**src/rtl/soc_bus_router.sv**
```systemverilog
// Data-side interconnect: decodes core accesses onto NUM_SLAVES targets with registered routing,
// per-slave ready handshake, a wait timeout and bus errors for unmapped addresses.
module soc_bus_router #(
  parameter int unsigned NUM_SLAVES     = 4,
  parameter int unsigned ADDR_WIDTH     = 32,
  parameter int unsigned DATA_WIDTH     = 32,
  parameter logic [NUM_SLAVES*ADDR_WIDTH-1:0] SLAVE_BASE =
    {32'h3000_0000, 32'h2000_0000, 32'h1000_0000, 32'h0000_0000},
  parameter logic [NUM_SLAVES*ADDR_WIDTH-1:0] SLAVE_MASK = {4{32'hF000_0000}},
  parameter int unsigned TIMEOUT_CYCLES = 255
) (
  input  logic                             clk_i,
  input  logic                             rst_ni,
  input  logic                             m_req_i,
  input  logic [ADDR_WIDTH-1:0]            m_addr_i,
  input  logic [DATA_WIDTH-1:0]            m_wdata_i,
  input  logic                             m_wen_i,
  input  logic [DATA_WIDTH/8-1:0]          m_byte_en_i,
  output logic [DATA_WIDTH-1:0]            m_rdata_o,
  output logic                             m_ready_o,
  output logic                             m_err_o,
  output logic [NUM_SLAVES-1:0]            s_req_o,
  output logic [ADDR_WIDTH-1:0]            s_addr_o,
  output logic [DATA_WIDTH-1:0]            s_wdata_o,
  output logic                             s_wen_o,
  output logic [DATA_WIDTH/8-1:0]          s_byte_en_o,
  input  logic [NUM_SLAVES*DATA_WIDTH-1:0] s_rdata_i,
  input  logic [NUM_SLAVES-1:0]            s_ready_i,
  output logic [7:0]                       err_count_o
);

  localparam int unsigned BeW  = DATA_WIDTH / 8;
  localparam int unsigned IdxW = (NUM_SLAVES > 1) ? $clog2(NUM_SLAVES) : 1;
  localparam logic [15:0] CntLast = 16'(TIMEOUT_CYCLES - 1);

  typedef enum logic [1:0] {StIdle, StWait, StResp} state_e;

  state_e                  state_q;
  logic [IdxW-1:0]         idx_q;
  logic [15:0]             cnt_q;
  logic [NUM_SLAVES-1:0]   s_req_q;
  logic [ADDR_WIDTH-1:0]   s_addr_q;
  logic [DATA_WIDTH-1:0]   s_wdata_q;
  logic                    s_wen_q;
  logic [BeW-1:0]          s_be_q;
  logic [DATA_WIDTH-1:0]   m_rdata_q;
  logic                    m_ready_q;
  logic                    m_err_q;
  logic [7:0]              err_cnt_q;

  logic                    hit;
  logic [IdxW-1:0]         hit_idx;
  logic [ADDR_WIDTH-1:0]   hit_mask;
  logic                    sel_ready;
  logic [DATA_WIDTH-1:0]   sel_rdata;
  logic [7:0]              err_cnt_inc;

  // Priority decode: the first (lowest-index) matching region wins on overlap.
  always_comb begin
    hit      = 1'b0;
    hit_idx  = '0;
    hit_mask = '0;
    for (int unsigned i = 0; i < NUM_SLAVES; i++) begin
      if (!hit && ((m_addr_i & SLAVE_MASK[i*ADDR_WIDTH +: ADDR_WIDTH]) ==
                   SLAVE_BASE[i*ADDR_WIDTH +: ADDR_WIDTH])) begin
        hit      = 1'b1;
        hit_idx  = IdxW'(i);
        hit_mask = SLAVE_MASK[i*ADDR_WIDTH +: ADDR_WIDTH];
      end
    end
  end

  always_comb begin
    sel_ready   = s_ready_i[idx_q];
    sel_rdata   = s_rdata_i[idx_q*DATA_WIDTH +: DATA_WIDTH];
    err_cnt_inc = (err_cnt_q == 8'hFF) ? err_cnt_q : err_cnt_q + 8'd1;
  end

  always_ff @(posedge clk_i or negedge rst_ni) begin
    if (!rst_ni) begin
      state_q   <= StIdle;
      idx_q     <= '0;
      cnt_q     <= '0;
      s_req_q   <= '0;
      s_addr_q  <= '0;
      s_wdata_q <= '0;
      s_wen_q   <= 1'b0;
      s_be_q    <= '0;
      m_rdata_q <= '0;
      m_ready_q <= 1'b0;
      m_err_q   <= 1'b0;
      err_cnt_q <= '0;
    end else begin
      m_ready_q <= 1'b0;
      unique case (state_q)
        StIdle: begin
          if (m_req_i) begin
            if (hit) begin
              idx_q     <= hit_idx;
              s_req_q   <= NUM_SLAVES'(1) << hit_idx;
              s_addr_q  <= m_addr_i & ~hit_mask;
              s_wdata_q <= m_wdata_i;
              s_wen_q   <= m_wen_i;
              s_be_q    <= m_byte_en_i;
              cnt_q     <= '0;
              state_q   <= StWait;
            end else begin
              m_err_q   <= 1'b1;
              m_rdata_q <= '0;
              m_ready_q <= 1'b1;
              err_cnt_q <= err_cnt_inc;
              state_q   <= StResp;
            end
          end
        end
        StWait: begin
          // Ready on the timeout boundary cycle still counts as success.
          if (sel_ready) begin
            m_rdata_q <= s_wen_q ? '0 : sel_rdata;
            s_req_q   <= '0;
            s_wen_q   <= 1'b0;
            m_err_q   <= 1'b0;
            m_ready_q <= 1'b1;
            state_q   <= StResp;
          end else if (cnt_q == CntLast) begin
            m_rdata_q <= '0;
            s_req_q   <= '0;
            s_wen_q   <= 1'b0;
            m_err_q   <= 1'b1;
            m_ready_q <= 1'b1;
            err_cnt_q <= err_cnt_inc;
            state_q   <= StResp;
          end else begin
            cnt_q <= cnt_q + 16'd1;
          end
        end
        StResp: begin
          m_err_q <= 1'b0;
          state_q <= StIdle;
        end
        default: state_q <= StIdle;
      endcase
    end
  end

  assign m_rdata_o   = m_rdata_q;
  assign m_ready_o   = m_ready_q;
  assign m_err_o     = m_err_q;
  assign s_req_o     = s_req_q;
  assign s_addr_o    = s_addr_q;
  assign s_wdata_o   = s_wdata_q;
  assign s_wen_o     = s_wen_q;
  assign s_byte_en_o = s_be_q;
  assign err_count_o = err_cnt_q;

endmodule
```
**config.mk**
```make
export PLATFORM = sky130hd
export DESIGN_NAME = soc_bus_router
export DESIGN_NICKNAME = d
export VERILOG_FILES = /design/src/rtl/soc_bus_router.sv
export SDC_FILE = /design/constraint.sdc
export NUM_CORES = 1
export LEC_CHECK = 0
export CELL_PAD_IN_SITES_DETAIL_PLACEMENT = 0
export CELL_PAD_IN_SITES_GLOBAL_PLACEMENT = 2
export CORE_UTILIZATION = 25
export CTS_CLUSTER_DIAMETER = 200
export DETAILED_ROUTE_END_ITERATION = 7
export GPL_ROUTABILITY_DRIVEN = 0
export PLACE_DENSITY = 0.95
export SYNTH_ARGS = -nofsm -noshare
export SYNTH_HDL_FRONTEND = slang
export SYNTH_SLANG_ARGS = --single-unit
```
**constraint.sdc**
```tcl
create_clock -name clk_i -period 3.07 [get_ports clk_i]
set_input_delay 0.614 -clock clk_i [delete_from_list [all_inputs] [get_ports clk_i]]
set_output_delay 0.614 -clock clk_i [all_outputs]
set_load 0.02 [all_outputs]
```
== After elaboration in Yosys (flattened, before gate mapping) ==
Index checks and enable logic that the tools add are counted.

* Muxes and demuxes: 55
* $add $sub $neg: 2
* Order comparisons: 1
* Reductions and logical operators: 17
* Shift-type cells: 2
* Bitwise logic cells: 2
* Eq/ne operators: 14

{| class="wikitable"
|+ Operator list
! operator !! count
|-
| two-way mux 32 bit || 9
|-
| variable part select 128 x 8 -> 32 bit || 1
|-
| two-way mux 16 bit || 4
|-
| case mux 32 bit (2 select lines) || 1
|-
| two-way mux 8 bit || 5
|-
| AND 32 bit || 1
|-
| zero test 32 bit || 1
|-
| NOT 32 bit || 1
|-
| case mux 16 bit (2 select lines) || 1
|-
| two-way mux 1 bit || 18
|-
| adder 16 x 1 -> 16 bit, second input constant || 1
|-
| equality test 16 x 8 -> 1 bit, second input constant || 1
|-
| two-way mux 4 bit || 4
|-
| case mux 8 bit (2 select lines) || 1
|-
| two-way mux 2 bit || 6
|-
| inequality test 2 bit, second input constant || 6
|-
| AND reduction 4 bit || 3
|-
| AND reduction 5 bit || 2
|-
| adder 8 x 1 -> 8 bit, second input constant || 1
|-
| equality test 4 x 2 -> 1 bit, second input constant || 2
|-
| equality test 8 bit, second input constant || 1
|-
| case mux 4 bit (2 select lines) || 1
|-
| equality test 4 x 1 -> 1 bit, second input constant || 1
|-
| case mux 1 bit (2 select lines) || 2
|-
| 15 further kinds || 19
|}

* Register bits: 135
* Input port bits: 204
* Logic and storage cells: 105
* Output and inout port bits: 115

== Longest topological paths before layout ==
Gate-level depths: netlist (run 1).

* Word-level depth: 15
* Gate-level depth with buffers: 8
* Mapped depth without buffers: 7

== Worst setup path before layout (run 1) ==
No wires, ideal clock.

* Path kind: reg-to-reg
* Start point: register cnt_q[0]
* End point: register err_cnt_q[1], in the netlist err_count_o[1]
* Arrival time: 1822 ps
* Path buffers: 1
* Cell stages (with the launch flop): 9
* Path slack: 1124 ps
* Required time: 2945 ps
* Cell sequence: dfrtp_1 > inv_1 > ha_1 > nor4b_1 > and4_1 > buf_6 > a31oi_4 > nor2_1 > mux2_2

* Word-level cells in the longest chain between the ends: 3

{| class="wikitable"
|+ RTL lines
! what !! RTL line !! text
|-
| start: declaration || 40 || <nowiki>logic [15:0] cnt_q;</nowiki>
|-
| start signal: assignment || 134 || <nowiki>cnt_q <= cnt_q + 16'd1;</nowiki>
|-
| equality test 16 x 8 -> 1 bit || 125 || <nowiki>end else if (cnt_q == CntLast) begin</nowiki>
|-
| inequality test 2 bit (no line) || -- ||
|-
| AND reduction 5 bit (no line) || -- ||
|-
| end signal: assignment || 111 || <nowiki>err_cnt_q <= err_cnt_inc;</nowiki>
|-
| end signal: assignment || 131 || <nowiki>err_cnt_q <= err_cnt_inc;</nowiki>
|-
| end: declaration || 49 || <nowiki>logic [7:0] err_cnt_q;</nowiki>
|}

Every way passes these cells.
A chain may end at the register's enable or synchronous reset.

== Worst setup path in the final report (run 1) ==
* Start point: register cnt_q[0]
* End point: register cnt_q[2]

* Word-level cells in the longest chain between the ends: 4
* Elaborated cells on any way between the ends: 7
* Those cells by class: add/sub (1); eq/ne (2); mux (3); reduce/logical (1)

{| class="wikitable"
|+ RTL lines
! what !! RTL line !! text
|-
| adder 16 x 1 -> 16 bit || 134 ||
|-
| two-way mux 16 bit || 125 ||
|-
| two-way mux 16 bit || 118 || <nowiki>if (sel_ready) begin</nowiki>
|-
| case mux 16 bit (2 select lines) || 95 || <nowiki>unique case (state_q)</nowiki>
|}

Several ways; a longest one is shown, not always the timed one. The select of a mux whose other input is x is not followed.

==> results.sh, run 1 <==
export IMPL_start_kind="flip-flop"
export IMPL_synthFlopType="dfrtp_1"
export IMPL_wl_met3_um=1260
export IMPL_worst_path_dominant_cell_family="compound AO/OA/AOI/OAI gates"
export IMPL_finalCriticalPeriod_ps=2340
export IMPL_drt_vias_per_instance=4.46
export IMPL_cts_resized_gates=0
export IMPL_synth_edf_count=0
export IMPL_r2r_start="cnt_q[0]"
export IMPL_finClkSkew_ps=10.1
export IMPL_dieArea_um2=25600
export IMPL_clk_latency_ps=410
export IMPL_syn_area_per_cell_um2=10.7
export IMPL_initial_utilization_pct=25.6
export IMPL_grt_max_degree=79
export IMPL_hpwlAfterDp_um=14600
export IMPL_chipHeight_um=160
export IMPL_drcViolationCount=0
export IMPL_grt_total_usage_pct=15.8
export IMPL_hold_viol=0
export IMPL_tns_ps=0
export IMPL_clk_path_buf_depth=2
export IMPL_routed_wl_met2_um=10100
export IMPL_crit_path_end_kind="flip-flop"
export IMPL_worst_path_max_delay_cell="a31oi_2"
export IMPL_ys_seq_area_share_pct=54.1
export IMPL_grt_setup_unrepaired="no"
export IMPL_finalPower_mw=7.12
export IMPL_setup_viol=0
export IMPL_critPathArrivalTime_ps=2670
export IMPL_required_ps=3400
export IMPL_rows=57
export IMPL_path_cells="inv_1, ha_1, nor4b_1, nand4_1, a31oi_2, o21ai_0, o21ai_0"
export IMPL_timing_fmax_mhz=428
export IMPL_n_fill_cell=2354
export IMPL_criticalPathCategory="reg -> reg"
export IMPL_p_per_area_nw_per_um2=688
export IMPL_core_um2=24400
export IMPL_final_common_cell="clkdlybuf4s50_1"
export IMPL_clock_sinks=135
export IMPL_cts_tree="built"
export IMPL_ys_types=43
export IMPL_avgRoutedWirePerCell_um=16.3
export IMPL_antenna_found_initial=0
export IMPL_async_reset_ff_share_pct=100
export IMPL_io_pins=319
export IMPL_wl_met1_um=8390
export IMPL_cts_hold_buf=0
export IMPL_ys_ff_latch=135
export IMPL_cts_setup_buffers=0
export IMPL_holdCritPathClass="in -> async"
export IMPL_nets=1101
export IMPL_drt_iter0_drc=279
export IMPL_dr_total_vias=5484
export IMPL_startpoint="cnt_q[0]"
export IMPL_cts_root_buf="clkbuf_16"
export IMPL_outcome="finished clean"
export IMPL_ir_drop_mv=0.281
export IMPL_grt_pass1_vias=5654
export IMPL_crit_fanout=16
export IMPL_grt_pass1_wl_um=31800
export IMPL_critPathBufInv=1
export IMPL_area_delta_synth_final_pct=65.6
export IMPL_syn_inst=583
export IMPL_fin_crit_sh_pct=76.1
export IMPL_clkTransAtPathRegs_ps=60
export IMPL_highest_layer="met4"
export IMPL_port_buffers=318
export IMPL_final_cell_mix="clkdlybuf4s50_1, nand2_1, dfrtp_1"
export IMPL_htreeDepth=4
export IMPL_diodes=0
export IMPL_max_stage_delay_ps=760
export IMPL_syn_num_nets=790
export IMPL_netlist_area_um2=6250
export IMPL_antenna_left=0
export IMPL_critPathMostFrequentCell="o21ai_0"
export IMPL_maxCapViolCount=0
export IMPL_dieWidth_um=160
export IMPL_layout_drive_gt1_share_pct=9.50
export IMPL_slew_violations=0
export IMPL_drt_wl_total_um=20000
export IMPL_tightest_slew_ps=832
export IMPL_power_leakage_nw=4.47
export IMPL_ys_warn_count=0
export IMPL_maxSlewHeadroom_pct=44.4
export IMPL_cts_buffers=17
export IMPL_grt_overflow_total=0
export IMPL_drt_pass1_iterations=5
kinds of logic (layout without fill, tap and decap cells):
family | Yosys count | after routing | synth area share, %
AOI/OAI and AO/OA | 77 | 77 | 9.27
xor gates and xnor gates | 7 | 7 | 0.982
adders and majority gates | 3 | 3 | 0.601
buffers and inverters | 50 | 372 | 3.61
DFF | 135 | 135 | 54.1
muxes | 38 | 38 | 12.5
and+or+nand+nor | 273 | 273 | 18.9
worst paths after layout:
kind | cells past startpoint | slack, ps | end
min | 1 | 250 | s_addr_o[15]
max in group asynchronous | 2 | 2060 | m_rdata_o[5]
max | 7 | 730 | cnt_q[2]
min in group clk_i | 2 | 470 | s_addr_o[10]
min reg2reg | 2 | 470 | s_addr_o[10]
max reg2reg | 7 | 730 | cnt_q[2]
per-layer routing:
layer	up-vias	track usage [%]
met5	-	0
met4	0	5.11
met3	18	4.44
met2	191	27.2
met1	2621	18.9
li1	2654	-
sequential cells by signal, indices dropped and copies added (netlist names), 2 cells and up:
name         cells
cnt_q           16
err_count_o      8
idx_q            2
m_rdata_o       32
s_addr_o        32
s_byte_en_o      4
s_req_o          4
s_wdata_o       32
state_q          2
stage by stage:
| step | utilization (%) | std cells | cell area (um^2) | hold slack, ps | setup slack, ps |
|---|---|---|---|---|---|
| 2_1_floorplan | - | 583 | 6250 | 318 | 1120 |
| 3_3_place_gp | 40.1 | 1199 | 9770 | 456 | 392 |
| 3_5_place_dp | 40.1 | 1199 | 9770 | 461 | 389 |
| 4_1_cts | 42.4 | 1229 | 10300 | 265 | 684 |
| 5_1_grt | 42.4 | 1229 | 10300 | 296 | 425 |
| 6_report | 42.4 | 1229 | 10300 | 246 | 733 |
power by group:
group	internal (mW)	switching (mW)
clock network	1.21	0.774
registers	2.22	0.344
logic	1.33	1.24
total	4.76	2.36
synthesized netlist by cell type, drive strengths merged (4+ instances only):
cell    instances  share of area, %
a21oi           9              0.72
a22o           35               4.9
a31oi           7               1.0
and2            4              0.40
buf            19               1.7
clkbuf         17               1.0
dfrtp         135                54
inv            14              0.84
mux2i           4              0.64
mux4           32                12
nand2         210                13
nand3          13               1.0
nand4           7              0.70
nor2            5              0.30
nor4            8              0.80
o21ai          17               1.4
or3             7              0.70
xor2            7              0.98
area by class of cell:
class                           instances  area, um^2  share of cell area [%]
Sequential cell                       135        3380                    32.7
Timing Repair Buffer                  328        3280                    31.8
Multi-Input combinational cell        398        2650                    25.6
Clock buffer                           18         439                    4.25
Tap cell                              324         405                    3.92
Clock inverter                         12         130                    1.26
Inverter                               14        52.6                   0.508
worst register-to-register path, cell delays in order (launching register included):
cell and delay, ps:
dfrtp_1 430, inv_1 80, ha_1 150, nor4b_1 300, nand4_1 250, a31oi_2 760
o21ai_0 190, o21ai_0 110
Power figures use the tool's default switching activity.
==> inputs of run 2 (changes only) <==
--- a/config.mk
+++ b/config.mk
@@ -7,11 +7,11 @@
 export LEC_CHECK = 0
 export CELL_PAD_IN_SITES_DETAIL_PLACEMENT = 0
 export CELL_PAD_IN_SITES_GLOBAL_PLACEMENT = 2
-export CORE_UTILIZATION = 25
+export CORE_UTILIZATION = 23
 export CTS_CLUSTER_DIAMETER = 200
 export DETAILED_ROUTE_END_ITERATION = 7
 export GPL_ROUTABILITY_DRIVEN = 0
-export PLACE_DENSITY = 0.95
+export PLACE_DENSITY = 0.91
 export SYNTH_ARGS = -nofsm -noshare
 export SYNTH_HDL_FRONTEND = slang
 export SYNTH_SLANG_ARGS = --single-unit
==> constraint.sdc (replaced) <==
create_clock -name clk_i -period 2.31 [get_ports clk_i]
set_input_delay 0.462 -clock clk_i [delete_from_list [all_inputs] [get_ports clk_i]]
set_output_delay 0.462 -clock clk_i [all_outputs]
set_load 0.02 [all_outputs]
==> run 2 against run 1 <==
  * Combinational power grew 36%
  * Cell count grew 2.3%
  * Wire length increased by 1.9%
  * Highest routed layer unchanged
  * Sequential power grew 32%
  * Maximum frequency increased by 9.4%
  * Final area increased by 1.9%
  * Clock-buffer cell count down 1
  * Clock skew rose by 4.9 ps
  * Register-to-register slack lost 560 ps
  * Non-clock buffer count grew 17
==> results.sh, run 2 (synthesis results as in run 1) <==
export IMPL_clkPwrFrac_pct=28.1
export IMPL_p_per_area_nw_per_um2=908
export IMPL_cts_tree="built"
export IMPL_p_sw_mw=3.21
export IMPL_fin_crit_sh_pct=92.5
export IMPL_hpwlAfterDp_um=15100
export IMPL_grt_setup_unrepaired="no"
export IMPL_finClkSkew_ps=15.0
export IMPL_antenna_found_initial=0
export IMPL_start_kind="flip-flop"
export IMPL_clkTransAtPathRegs_ps=60
export IMPL_max_stage_delay_ps=430
export IMPL_final_cell_mix="clkdlybuf4s50_1, nand2_1, dfrtp_1"
export IMPL_clk_latency_ps=420
export IMPL_reg2reg_depth=8
export IMPL_drt_iter0_drc=234
export IMPL_htreeDepth=4
export IMPL_regToRegEndpoint="err_count_o[4]"
export IMPL_grt_total_usage_pct=15.1
export IMPL_grt_overflow_total=0
export IMPL_chipHeight_um=167
export IMPL_critPathArrivalTime_ps=2480
export IMPL_layout_drive_gt1_share_pct=11.2
export IMPL_cts_buffers=17
export IMPL_drcViolationCount=0
export IMPL_r2r_start="cnt_q[0]"
export IMPL_min_from="s_addr_o[9]"
export IMPL_crit_path_end_kind="flip-flop"
export IMPL_grt_pass1_wl_um=32800
export IMPL_holdCritPathClass="reg -> reg"
export IMPL_hold_viol=0
export IMPL_clock_sinks=135
export IMPL_initial_utilization_pct=23.7
export IMPL_clk_path_buf_depth=2
export IMPL_criticalPathCategory="reg -> reg"
export IMPL_ir_drop_mv=0.433
export IMPL_n_fill_cell=2548
export IMPL_drt_vias_per_instance=4.44
export IMPL_grt_pass1_vias=5961
export IMPL_p_comb_share_pct=36.6
export IMPL_core_um2=26400
export IMPL_worst_path_max_delay_cell="dfrtp_1"
export IMPL_maxCapViolCount=0
export IMPL_fin_cells=1257
export IMPL_nets=1118
export IMPL_outcome="finished clean"
export IMPL_tightest_slew_ps=532
export IMPL_drt_wl_total_um=20400
export IMPL_dieArea_um2=27800
export IMPL_hold_depth=2
export IMPL_final_util_pct=40.0
export IMPL_setup_viol=0
export IMPL_cts_root_buf="clkbuf_16"
export IMPL_crit_fanout=6
export IMPL_whs_endpoint="s_addr_o[9]"
export IMPL_switching_share_pct=33.5
export IMPL_rows=59
export IMPL_antenna_left=0
export IMPL_path_cells="inv_1, ha_1, nor4b_1, and4_1, a31oi_4, buf_4, nor4b_2, xor2_1"
export IMPL_required_ps=2650
export IMPL_dr_total_vias=5586
export IMPL_seqPwrFrac_pct=35.4
export IMPL_io_pins=319
export IMPL_final_common_cell="clkdlybuf4s50_1"
export IMPL_internal_power_mw=6.37
export IMPL_slew_violations=0
export IMPL_diodes=0
export IMPL_avgRoutedWirePerCell_um=16.2
export IMPL_cts_setup_buffers=0
export IMPL_area_delta_synth_final_pct=68.8
export IMPL_grt_max_degree=54
export IMPL_reg2reg_slack_ps=170
export IMPL_dieWidth_um=167
export IMPL_numPlacedInstances=1226
export IMPL_holdWs_ps=471
export IMPL_maxSlewHeadroom_pct=64.0
export IMPL_power_leakage_nw=4.56
export IMPL_port_buffers=318
export IMPL_finalCriticalPeriod_ps=2140
export IMPL_drt_pass1_iterations=4
export IMPL_finalPower_mw=9.58
export IMPL_timing_fmax_mhz=468
[run 2: per-stage QoR]
step                      setup WS [ps]  area (um^2)  setup TNS (ps)
after global routing               6.08        10500               0
final                               174        10500               0
after detailed placement          -58.9         9960           -1120
after CTS                           148        10500               0
after global placement            -65.8         9960           -2130
after floorplan                     364         6250               0
[run 2: cell type report]
cell class / instances / area (um^2) / share of cell area, %
Sequential cell: 135 / 3380 / 32.0
Clock buffer: 17 / 425 / 4.03
Inverter: 14 / 52.6 / 0.498
Tap cell: 335 / 419 / 3.97
Timing Repair Buffer: 345 / 3460 / 32.9
Multi-Input combinational cell: 398 / 2660 / 25.2
Clock inverter: 13 / 149 / 1.41
[run 2: power groups by stage]
stage	registers, mW	clock network [mW]	logic, mW
final	3.39	2.69	3.50
after global routing	3.48	2.87	3.77
after CTS	3.39	2.78	3.55
after detailed placement	3.42	0	3.54
after global placement	3.41	0	3.52
after floorplan	3.98	0	1.11
[run 2: how the worst max path moves through the flow]
stage	from	endpoint	slack (ps)	cells past startpoint
final	cnt_q[0]	err_count_o[4]	170	8
after global routing	cnt_q[0]	m_rdata_o[23]	6	8
after CTS	cnt_q[0]	err_count_o[4]	150	8
after detailed placement	m_addr_i[31]	s_wdata_o[29]	-60	7
after global placement	m_addr_i[31]	s_addr_o[9]	-70	7
after floorplan	cnt_q[0]	err_count_o[1]	360	8
[run 2: critical path: cells and delay by family, from the launching register on]
| family | cells | cell delay (ps) |
|---|---|---|
| AOI/OAI and AO/OA | 1 | 120 |
| xor gates and xnor gates | 1 | 160 |
| adders and majority gates | 1 | 140 |
| buffers and inverters | 2 | 260 |
| DFF | 1 | 430 |
| and+or+nand+nor | 3 | 940 |
[run 2: repair_timing]
action,4_1_cts,5_1_grt
hold endpoints to repair,40,0
resized for setup,0,1
hold buffers,1,0
setup endpoints to repair,0,1
[run 2: routing by layer]
| metal | vias to the layer above | routed length (um) | GRT usage [%] |
|---|---|---|---|
| met4 | 0 | 433 | 5.39 |
| met1 | 2662 | 8110 | 17.3 |
| met3 | 27 | 1500 | 5.01 |
| met5 | - | 0 | 0 |
| met2 | 207 | 10300 | 26.1 |
| li1 | 2690 | - | - |
